File: src/rtl/pipe_sequencer.sv
// rtl/pipe_sequencer.sv - Program-load handshake and single-issue pipeline sequencer.
// Optional performance counters are enabled with `define PIPE_PERF_COUNT_EN.
module pipe_sequencer #(
   parameter logic [31:0] PC_RESET = 32'h0
) (
   input  logic        clk,
   input  logic        rstn,
   input  logic        aa_recieved,
   input  logic        load_done,
   input  logic        aa_sent,
   input  logic [31:0] d_npc,
   input  logic [4:0]  de_wait_time,
   input  logic        de_stop,
   input  logic        e_uart_state,
   output logic [2:0]  mode,
   output logic [2:0]  pipe,
   output logic [31:0] pc,
   output logic [1:0]  fd_update,
   output logic [1:0]  de_update,
   output logic [1:0]  ew_update,
   output logic        e_start,
   output logic        halted
`ifdef PIPE_PERF_COUNT_EN
   ,
   output logic [31:0] cycle_cnt,
   output logic [31:0] retired_cnt
`endif
);

   typedef enum logic [2:0] {
      MODE_STALL = 3'd0,
      MODE_LOAD  = 3'd1,
      MODE_EXEC  = 3'd2
   } mode_e;

   typedef enum logic [2:0] {
      P_FETCH    = 3'd0,
      P_DECODE   = 3'd1,
      P_EXECUTE  = 3'd2,
      P_WRITEREG = 3'd3,
      P_STOP     = 3'd4
   } pipe_e;

   mode_e       mode_q, mode_d;
   pipe_e       pipe_q, pipe_d;
   logic [31:0] pc_q, pc_d;
   logic [4:0]  latency_q, latency_d;
   logic [4:0]  wait_q, wait_d;
   logic        e_start_q, e_start_d;
   logic        in_exec;

   assign in_exec = (mode_q == MODE_EXEC);

   always_ff @(posedge clk or negedge rstn) begin
      if (!rstn) begin
         mode_q    <= MODE_STALL;
         pipe_q    <= P_FETCH;
         pc_q      <= PC_RESET;
         latency_q <= 5'd0;
         wait_q    <= 5'd0;
         e_start_q <= 1'b0;
      end else begin
         mode_q    <= mode_d;
         pipe_q    <= pipe_d;
         pc_q      <= pc_d;
         latency_q <= latency_d;
         wait_q    <= wait_d;
         e_start_q <= e_start_d;
      end
   end

   always_comb begin
      mode_d    = mode_q;
      pipe_d    = pipe_q;
      pc_d      = pc_q;
      latency_d = latency_q;
      wait_d    = wait_q;
      e_start_d = 1'b0;

      case (mode_q)
         MODE_STALL: if (aa_recieved) mode_d = MODE_LOAD;
         MODE_LOAD:  if (load_done && aa_sent) mode_d = MODE_EXEC;
         default:    mode_d = mode_q;
      endcase

      if (in_exec) begin
         case (pipe_q)
            P_FETCH:  pipe_d = P_DECODE;
            P_DECODE: begin
               pipe_d    = P_EXECUTE;
               pc_d      = d_npc;
               e_start_d = 1'b1;
               wait_d    = de_wait_time;
               latency_d = 5'd0;
            end
            P_EXECUTE: begin
               // Latency freezes at the latched wait while the UART is busy.
               if (latency_q < wait_q)
                  latency_d = latency_q + 5'd1;
               else if (!e_uart_state)
                  pipe_d = P_WRITEREG;
            end
            P_WRITEREG: pipe_d = de_stop ? P_STOP : P_FETCH;
            P_STOP:     pipe_d = P_STOP;
            default:    pipe_d = P_FETCH;
         endcase
      end else begin
         pipe_d = P_FETCH;
      end
   end

   assign mode      = mode_q;
   assign pipe      = pipe_q;
   assign pc        = pc_q;
   assign e_start   = e_start_q;
   assign halted    = (pipe_q == P_STOP);
   assign fd_update = (in_exec && pipe_q == P_FETCH)  ? 2'b01 : 2'b00;
   assign de_update = (in_exec && pipe_q == P_DECODE) ? 2'b01 : 2'b00;
   assign ew_update = !in_exec ? 2'b10 :
                      (pipe_q == P_WRITEREG) ? 2'b01 : 2'b00;

`ifdef PIPE_PERF_COUNT_EN
   logic [31:0] cycle_cnt_q, cycle_cnt_d;
   logic [31:0] retired_cnt_q, retired_cnt_d;

   always_comb begin
      cycle_cnt_d   = cycle_cnt_q;
      retired_cnt_d = retired_cnt_q;
      if (in_exec && pipe_q != P_STOP) cycle_cnt_d = cycle_cnt_q + 32'd1;
      if (in_exec && pipe_q == P_WRITEREG) retired_cnt_d = retired_cnt_q + 32'd1;
   end

   always_ff @(posedge clk or negedge rstn) begin
      if (!rstn) begin
         cycle_cnt_q   <= 32'd0;
         retired_cnt_q <= 32'd0;
      end else begin
         cycle_cnt_q   <= cycle_cnt_d;
         retired_cnt_q <= retired_cnt_d;
      end
   end

   assign cycle_cnt   = cycle_cnt_q;
   assign retired_cnt = retired_cnt_q;
`endif

endmodule

File: config.mk
export PLATFORM = sky130hd
export DESIGN_NAME = pipe_sequencer
export DESIGN_NICKNAME = d
export VERILOG_FILES = /design/src/rtl/pipe_sequencer.sv
export SDC_FILE = /design/constraint.sdc
export NUM_CORES = 1
export LEC_CHECK = 0
export BUFFER_PORTS_ARGS = -buffer_cell sky130_fd_sc_hd__buf_4
export CAP_MARGIN = 20
export CORE_UTILIZATION = 46
export DETAILED_ROUTE_END_ITERATION = 16
export PLACE_DENSITY = 0.78
export SLEW_MARGIN = 20
export SYNTH_ARGS = -nofsm -noshare
export SYNTH_HDL_FRONTEND = slang
export SYNTH_SLANG_ARGS = --single-unit
File: constraint.sdc
create_clock -name clk -period 5 [get_ports clk]
set_input_delay 0.5 -clock clk [delete_from_list [all_inputs] [get_ports clk]]
set_output_delay 0.5 -clock clk [all_outputs]
set_load 0.03 [all_outputs]
======== Word-level counts from Yosys, hierarchy flattened ========
Cells that the tools add are included.
storage, ports and cells
  flip-flop bits (word level) ............. 49
  bits of input ports ..................... 44
  output and inout port bits .............. 46
  logic and storage cells ................. 46
cells by class
  add/sub/neg operators ................... 1
  $lt $le $gt $ge ......................... 1
  eq/ne operators ......................... 11
  multiplexer cells ....................... 16
  reductions and logical operators ........ 11
operators by type and width
  kind                                           number
  two-way mux 3 bit                              6
  case mux 3 bit (5 select lines)                1
  case mux 5 bit (2 select lines)                1
  == test 3 x 2 -> 1 bit, second input constant  3
  == test 3 x 1 -> 1 bit, second input constant  2
  logical NOT 3 bit                              2
  inequality test 2 bit, second input constant   3
  inequality test 3 bit, second input constant   2
  case mux 3 bit (2 select lines)                1
  AND reduction 3 bit                            2
  adder 5 x 1 -> 5 bit, second input constant    1
  less-than comparator 5 bit                     1
  two-way mux 1 bit                              5
  two-way mux 5 bit                              1
  AND reduction 2 bit                            2
  nonzero test 2 bit                             2
  == test 3 bit, second input constant           1
  logical AND 1 bit                              3
  two-way mux 2 bit                              1

======== Longest topological paths before layout ========
Gate-level depths: netlist of the first run.
  depth after elaboration ................. 4
  gate-level depth with buffers ........... 9
  gate-level depth less buffers ........... 7

======== Least setup slack after synthesis of the first run ========
OpenSTA, ideal clock, no wires.
  kind .................................... reg2out
  start point ............................. register pipe_q[1], in the netlist pipe[1]
  end point ............................... output de_update[0]
  data arrival time ....................... 1.787 ns
  data required time ...................... 4.500 ns
  setup slack ............................. 2.713 ns
  cell stages (with the launch flop) ...... 8
  cell sequence ........................... dfrtp_1 -> buf_2 -> or3b_2 -> nand2_4 -> buf_6 -> buf_6 -> inv_1 -> buf_4
on the way
  cells in the longest elaborated chain, start to end .. 3
RTL lines
  what                      RTL line  source
  start: declaration        45        pipe_e pipe_q, pipe_d;
  start signal: assignment  64        pipe_q <= pipe_d;
  == test 3 x 1 -> 1 bit    118       assign de_update = (in_exec && pipe_q == P_DECODE) ? 2'b01 : 2'b00;
  logical AND 1 bit         118
  two-way mux 1 bit         118
  end: declaration          19        output logic [1:0] de_update,
Every way passes these cells.

======== Worst setup path in the final report of the first run ========
  start point ............................. register pipe_q[0], in the netlist pipe[0]
  end point ............................... output de_update[0]
Same word-level chain as after synthesis.

==> results of run 1 <==
-- critical path, delay by kind of cell (launching register included) --
| family | cells | cell delay, ns |
|---|---|---|
| and+or+nand+nor | 2 | 0.97 |
| buffers and inverters | 2 | 0.31 |
| DFF | 1 | 0.47 |
-- layout by cell type, fill, tap and decap left out, drive strengths merged, types with 3 or more instances in the layout --
master / synthesis / layout
clkbuf: 0 / 6
nand2: 7 / 7
mux2: 38 / 38
buf: 10 / 86
nand3: 4 / 4
dfrtp: 48 / 48
conb: 1 / 3
ha: 5 / 5
inv: 6 / 6
nor2: 3 / 3
-- stage by stage --
stage | setup WS (ns) | std cells | util (%) | instance area (µm²) | total power [mW]
2_1_floorplan | 2.71 | 155 | - | 2130 | 1.32
3_3_place_gp | 2.76 | 283 | 63.0 | 2760 | 1.62
3_5_place_dp | 2.73 | 283 | 63.0 | 2760 | 1.64
4_1_cts | 2.39 | 291 | 65.5 | 2870 | 1.92
5_1_grt | 2.25 | 291 | 65.5 | 2870 | 2.00
6_report | 2.42 | 291 | 65.5 | 2870 | 1.90
-- layer usage --
| layer | vias to the layer above | wire length (µm) | global-route usage (%) |
|---|---|---|---|
| met3 | 5 | 278 | 5.63 |
| li1 | 696 | - | - |
| met1 | 717 | 1640 | 20.7 |
| met2 | 52 | 1910 | 27.8 |
| met5 | - | 0 | 0 |
| met4 | 0 | 48 | 6.22 |
-- registers in the layout, indices dropped and copies added, names as in the netlist --
| signal | count |
|---|---|
| e_start | 1 |
| pc | 32 |
| pipe | 3 |
| latency_q | 5 |
| mode | 2 |
| wait_q | 5 |
-- final timing paths --
kind | end | slack (ns) | cells after the start
setup / recovery | de_update[0] | 2.42 | 4
hold reg to reg | wait_q[0] | 0.51 | 1
max in group asynchronous | pc[27] | 4.39 | 1
hold / removal | pc[1] | 0.20 | 1
min in group clk | pc[10] | 0.43 | 2
setup reg to reg | latency_q[3] | 3.01 | 6
-- area by class of cell --
class | instances | area (µm²)
clock inverters | 2 | 35.0
multi-input cells | 90 | 821
flip-flops and latches | 48 | 1200
inverters | 7 | 31.3
fillers | 345 | 1510
repair buffers | 86 | 646
well taps | 52 | 65.1
clock buffers | 6 | 72.6
-- report_power, final --
part | switching (mW) | internal [mW]
combinational | 0.526 | 0.442
clock | 0.122 | 0.148
sequential | 0.0983 | 0.559
total | 0.747 | 1.15
-- cells by family (layout without fill, tap and decap cells) --
group | count (synthesis) | count (layout) | synth area share, %
compound gates | 14 | 14 | 4.67
xor+xnor | 1 | 1 | 0.414
fa+ha+maj | 5 | 5 | 2.95
buf+inv | 17 | 101 | 4.90
flops | 48 | 48 | 56.7
mux | 38 | 38 | 21.6
other cells | 1 | 3 | 0.177
simple gates | 29 | 29 | 8.56
==> reports/results.ini, run 1 <==
[grt]
overflow=0
grt_pass1_wl_um=6500
gr-usage-all-layers_pct=16.9
grt_pass1_vias=1436
grt_max_degree=49
antenna_found_initial=0

[synth]
syn_area_mm2=0.00212
synth-async-reset-ratio_pct=100
avgSynthCellArea_um2=13.8
ys_seq_elements=48
synth.distinct_cells=38
ys_warn_count=0
yosys.area.top_type=dfrtp_1
seq_area_frac_synth_pct=56.7
synth_top_area_share_pct=56.7
syn_inst=153
synthFlopType=dfrtp_1
yosys-top-cells-area=dfrtp_1 (57%), mux2_2 (16%), mux2_4 (5.7%)
synth_common_cells=dfrtp_1 (48), mux2_2 (30), mux2_4 (8)
synth_most_common_cell=dfrtp_1
synth_edf_count=0

[placement]
io_buffers=86
dp_hpwl_um=2790
gp_congestion=0.733

[timing]
max_freq_ghz=0.388
finClkSkew_ns=0.00380
hold_violations=0
worst_pin_slew_ns=0.592
setup_viol_count_final=0
setup_tns_ns=0
layout_min_cycle_time_ns=2.58
finalMaxSlewViolations=0
finalCritPeriodShare_pct=51.6
whs_ns=0.199
slew_headroom_pct=60.6
rsz0062_at_grt=no

[clocking]
post_cts_buffers=0
clock-sinks=48
ctsHoldBuffers=0
clock_latency_ns=0.29
clk_path_buf_depth=2
numCtsBuffers=5
htree_levels=2
cts_resized=0
root_buffer=clkbuf_8
cts_tree=done
clkTransAtPathRegs_ns=0.08

[floorplanning]
core_mm2=0.00438
initial_utilization_pct=48.3
dieHeight_um=69.9
row_count=24
fp.dieW_um=69.9
die_area_mm2=0.00488
ioPinCount=90

[drt]
via_per_inst=5.05
first_iter_violations=42
wirelength_um=3870
drtPass1Iterations=3
vias=1470
drtAntennaViolNets=0
wl_per_cell_um=13.3
drc_errors=0

[setup_path]
start_kind=flop
rr_startpoint=latency_q[2]
crit_slowest_cell=or3b_2
end_kind=output port
path_cells=or3b_2, nand2_4, inv_1, buf_4
worstSetupStartpoint=pipe[0]
worstPathRequired_ns=4.50
critPathKind=reg -> out
crit_path_max_incr_delay_ns=0.54
path_max_fanout=39
cp.arrival_ns=2.08

[finish]
syn_to_final_growth_pct=35.6
layout-drive-gt1-share_pct=57.7
fin_nets=287
num_antenna_cells=0

[job]
cap_violations=0

[min_path]
min-delay-path-class=in -> async

[pwr]
ir_worst_vdd_mv=0.473
power.density_cell_area_mw_per_mm2=660
p_leak_nw=1.46

[outcome]
status=finished clean

(Power assumes the default switching activity.)
==> inputs of run 2 (changes only) <==
ABC_AREA = 1   (was not set)
CORE_UTILIZATION = 43   (was 46)
PLACE_DENSITY = 0.77   (was 0.78)
clock period = 2.1 ns   (was 5 ns; I/O delays follow)
==> run 2 against run 1 <==
Effect of this change:
- clock-buffer cell count increased by 1
- non-clock buffer count is 3 higher
- cell area grew 2.4%
- worst hold slack worse by 0.093 ns
- flip-flop and latch count did not move
- wire length increased by 14%
- clock skew grew 0.00059 ns
- sequential power is 140% higher
- critical endpoint unchanged
==> reports/results.ini, run 2 <==
[setup_path]
worstPathRequired_ns=1.89
end_kind=output port
start_kind=flop
r2r_slack_ns=0.57
r2r_cells=7
critPathKind=reg -> out
cp.arrival_ns=1.53
rr_startpoint=mode[0]
r2r_end=latency_q[2]
path_max_fanout=30

[drt]
first_iter_violations=71
vias=1800
drc_errors=0
wl_per_cell_um=11.0
via_per_inst=4.48
drtAntennaViolNets=0
drtPass1Iterations=4
wirelength_um=4420

[timing]
whs_ns=0.106
setup_viol_count_final=0
finalCritPeriodShare_pct=82.7
slew_headroom_pct=61.5
finalMaxSlewViolations=0
finClkSkew_ns=0.00439
layout_min_cycle_time_ns=1.74
hold_violations=0
finalWorstSetupSlack_ns=0.362
max_freq_ghz=0.576
worst_pin_slew_ns=0.577
rsz0062_at_grt=no
setup_tns_ns=0

[placement]
io_buffers=86
pre_cts_slack_ns=0.591
dpl-instance-area_mm2=0.00280
gp_congestion=0.773
dp_hpwl_um=3160
dp_cells=393

[min_path]
min_to=pc[30]
min-delay-path-class=in -> reg
hold_start=d_npc[30]
hold_depth=3

[floorplanning]
fp.dieW_um=72.5
dieHeight_um=72.5
ioPinCount=90
die_area_mm2=0.00525
core_mm2=0.00475
row_count=25
initial_utilization_pct=44.9

[job]
cap_violations=0

[synth]
syn_area_mm2=0.00213
syn_inst=247
synth_top_area_share_pct=56.3
synth_common_cells=nand2_1 (128), dfrtp_1 (48), inv_1 (14)
synth_most_common_cell=nand2_1
synth.distinct_cells=24
yosys.area.top_type=dfrtp_1
yosys-top-cells-area=dfrtp_1 (56%), nand2_1 (23%), ha_1 (2.9%)
synthFlopType=dfrtp_1
avgSynthCellArea_um2=8.64
synth_edf_count=0
synth-async-reset-ratio_pct=100
ys_warn_count=0
ys_seq_elements=48
seq_area_frac_synth_pct=56.3

[outcome]
status=finished clean

[clocking]
root_buffer=clkbuf_8
clock-sinks=48
numCtsBuffers=5
clk_path_buf_depth=2
cts_tree=done
clkTransAtPathRegs_ns=0.08
clock_latency_ns=0.29
cts_resized=0
htree_levels=2

[pwr]
p_leak_nw=1.66
p_total_mw=4.81
power.density_cell_area_mw_per_mm2=1640
ir_worst_vdd_mv=0.942

[finish]
finish.utilization_pct=61.8
num_antenna_cells=0
largest_reg_flops=32
fin_nets=383
fin_area_mm2=0.00294
final_common_cell=nand2_1
layout_common_cells=nand2_1 (128), buf_4 (88), dfrtp_1 (48)
layout-drive-gt1-share_pct=32.2
instances_no_fill=402
syn_to_final_growth_pct=37.7

[grt]
grt_max_degree=49
grt_pass1_vias=1672
grt_pass1_wl_um=7300
antenna_found_initial=0
overflow=0
gr-usage-all-layers_pct=18.1

-- run 2: cell count changes after synthesis, sizes merged, moves of 4 or more --
cell / before / now
o21ai: 2 / 6
mux2: 38 / 0
nand2: 7 / 131
nor2: 3 / 7
nand3: 4 / 9
inv: 6 / 18
-- run 2: worst max path at each step --
stage            startpoint      endpoint  depth (start not counted)
6_report            mode[0]  de_update[0]                          4
2_1_floorplan       mode[1]  fd_update[0]                          4
3_3_place_gp   latency_q[4]  latency_q[0]                          9
3_5_place_dp        mode[0]  latency_q[2]                          7
4_1_cts             mode[0]  de_update[0]                          4
5_1_grt             mode[0]  de_update[0]                          4
-- run 2: repair_timing --
| action | in CTS | in global routing |
|---|---|---|
| endpoints found under the hold margin | 48 | 0 |
| hold buffers | 1 | 0 |
| setup buffers | 0 | 0 |
-- run 2: layout make-up --
class,count,area (µm²)
tap,67,83.8
clock buffer,7,96.3
multi-input combinational,172,787
sequential,48,1200
fill,432,1820
inverter,18,70.1
timing repair buffer,89,671
clock inverter,1,30.0
-- run 2: routing by layer --
metal / vias to the layer above / wire length (µm) / part of all wire [%] / global-route usage, %
met5: - / 0 / 0 / 0
met4: 0 / 45 / 1.0 / 5.23
met3: 5 / 288 / 6.5 / 4.86
met2: 61 / 2080 / 47 / 30.7
met1: 811 / 2010 / 45 / 22.6
li1: 923 / - / - / -
-- run 2: cells by family (layout without fill, tap and decap cells) --
| group | count (synthesis) | in the layout | share of synthesized area, % |
|---|---|---|---|
| simple gates | 153 | 153 | 29.8 |
| other cells | 1 | 3 | 0.176 |
| flops | 48 | 48 | 56.3 |
| compound gates | 11 | 11 | 3.34 |
| fa+ha+maj | 5 | 5 | 2.93 |
| buf+inv | 29 | 115 | 7.50 |
-- run 2: report_power, final --
group	total [mW]	internal (mW)	switching, mW
Sequential	1.57	1.33	0.241
Combinational	2.53	0.885	1.65
Clock	0.706	0.420	0.286
Total	4.81	2.64	2.18
-- run 2: worst max-delay path, cell delays in order (launching register included) --
cell and delay [ns]:
dfrtp_1 0.44, nor2_4 0.21, nand3_4 0.11, inv_4 0.24, buf_4 0.22
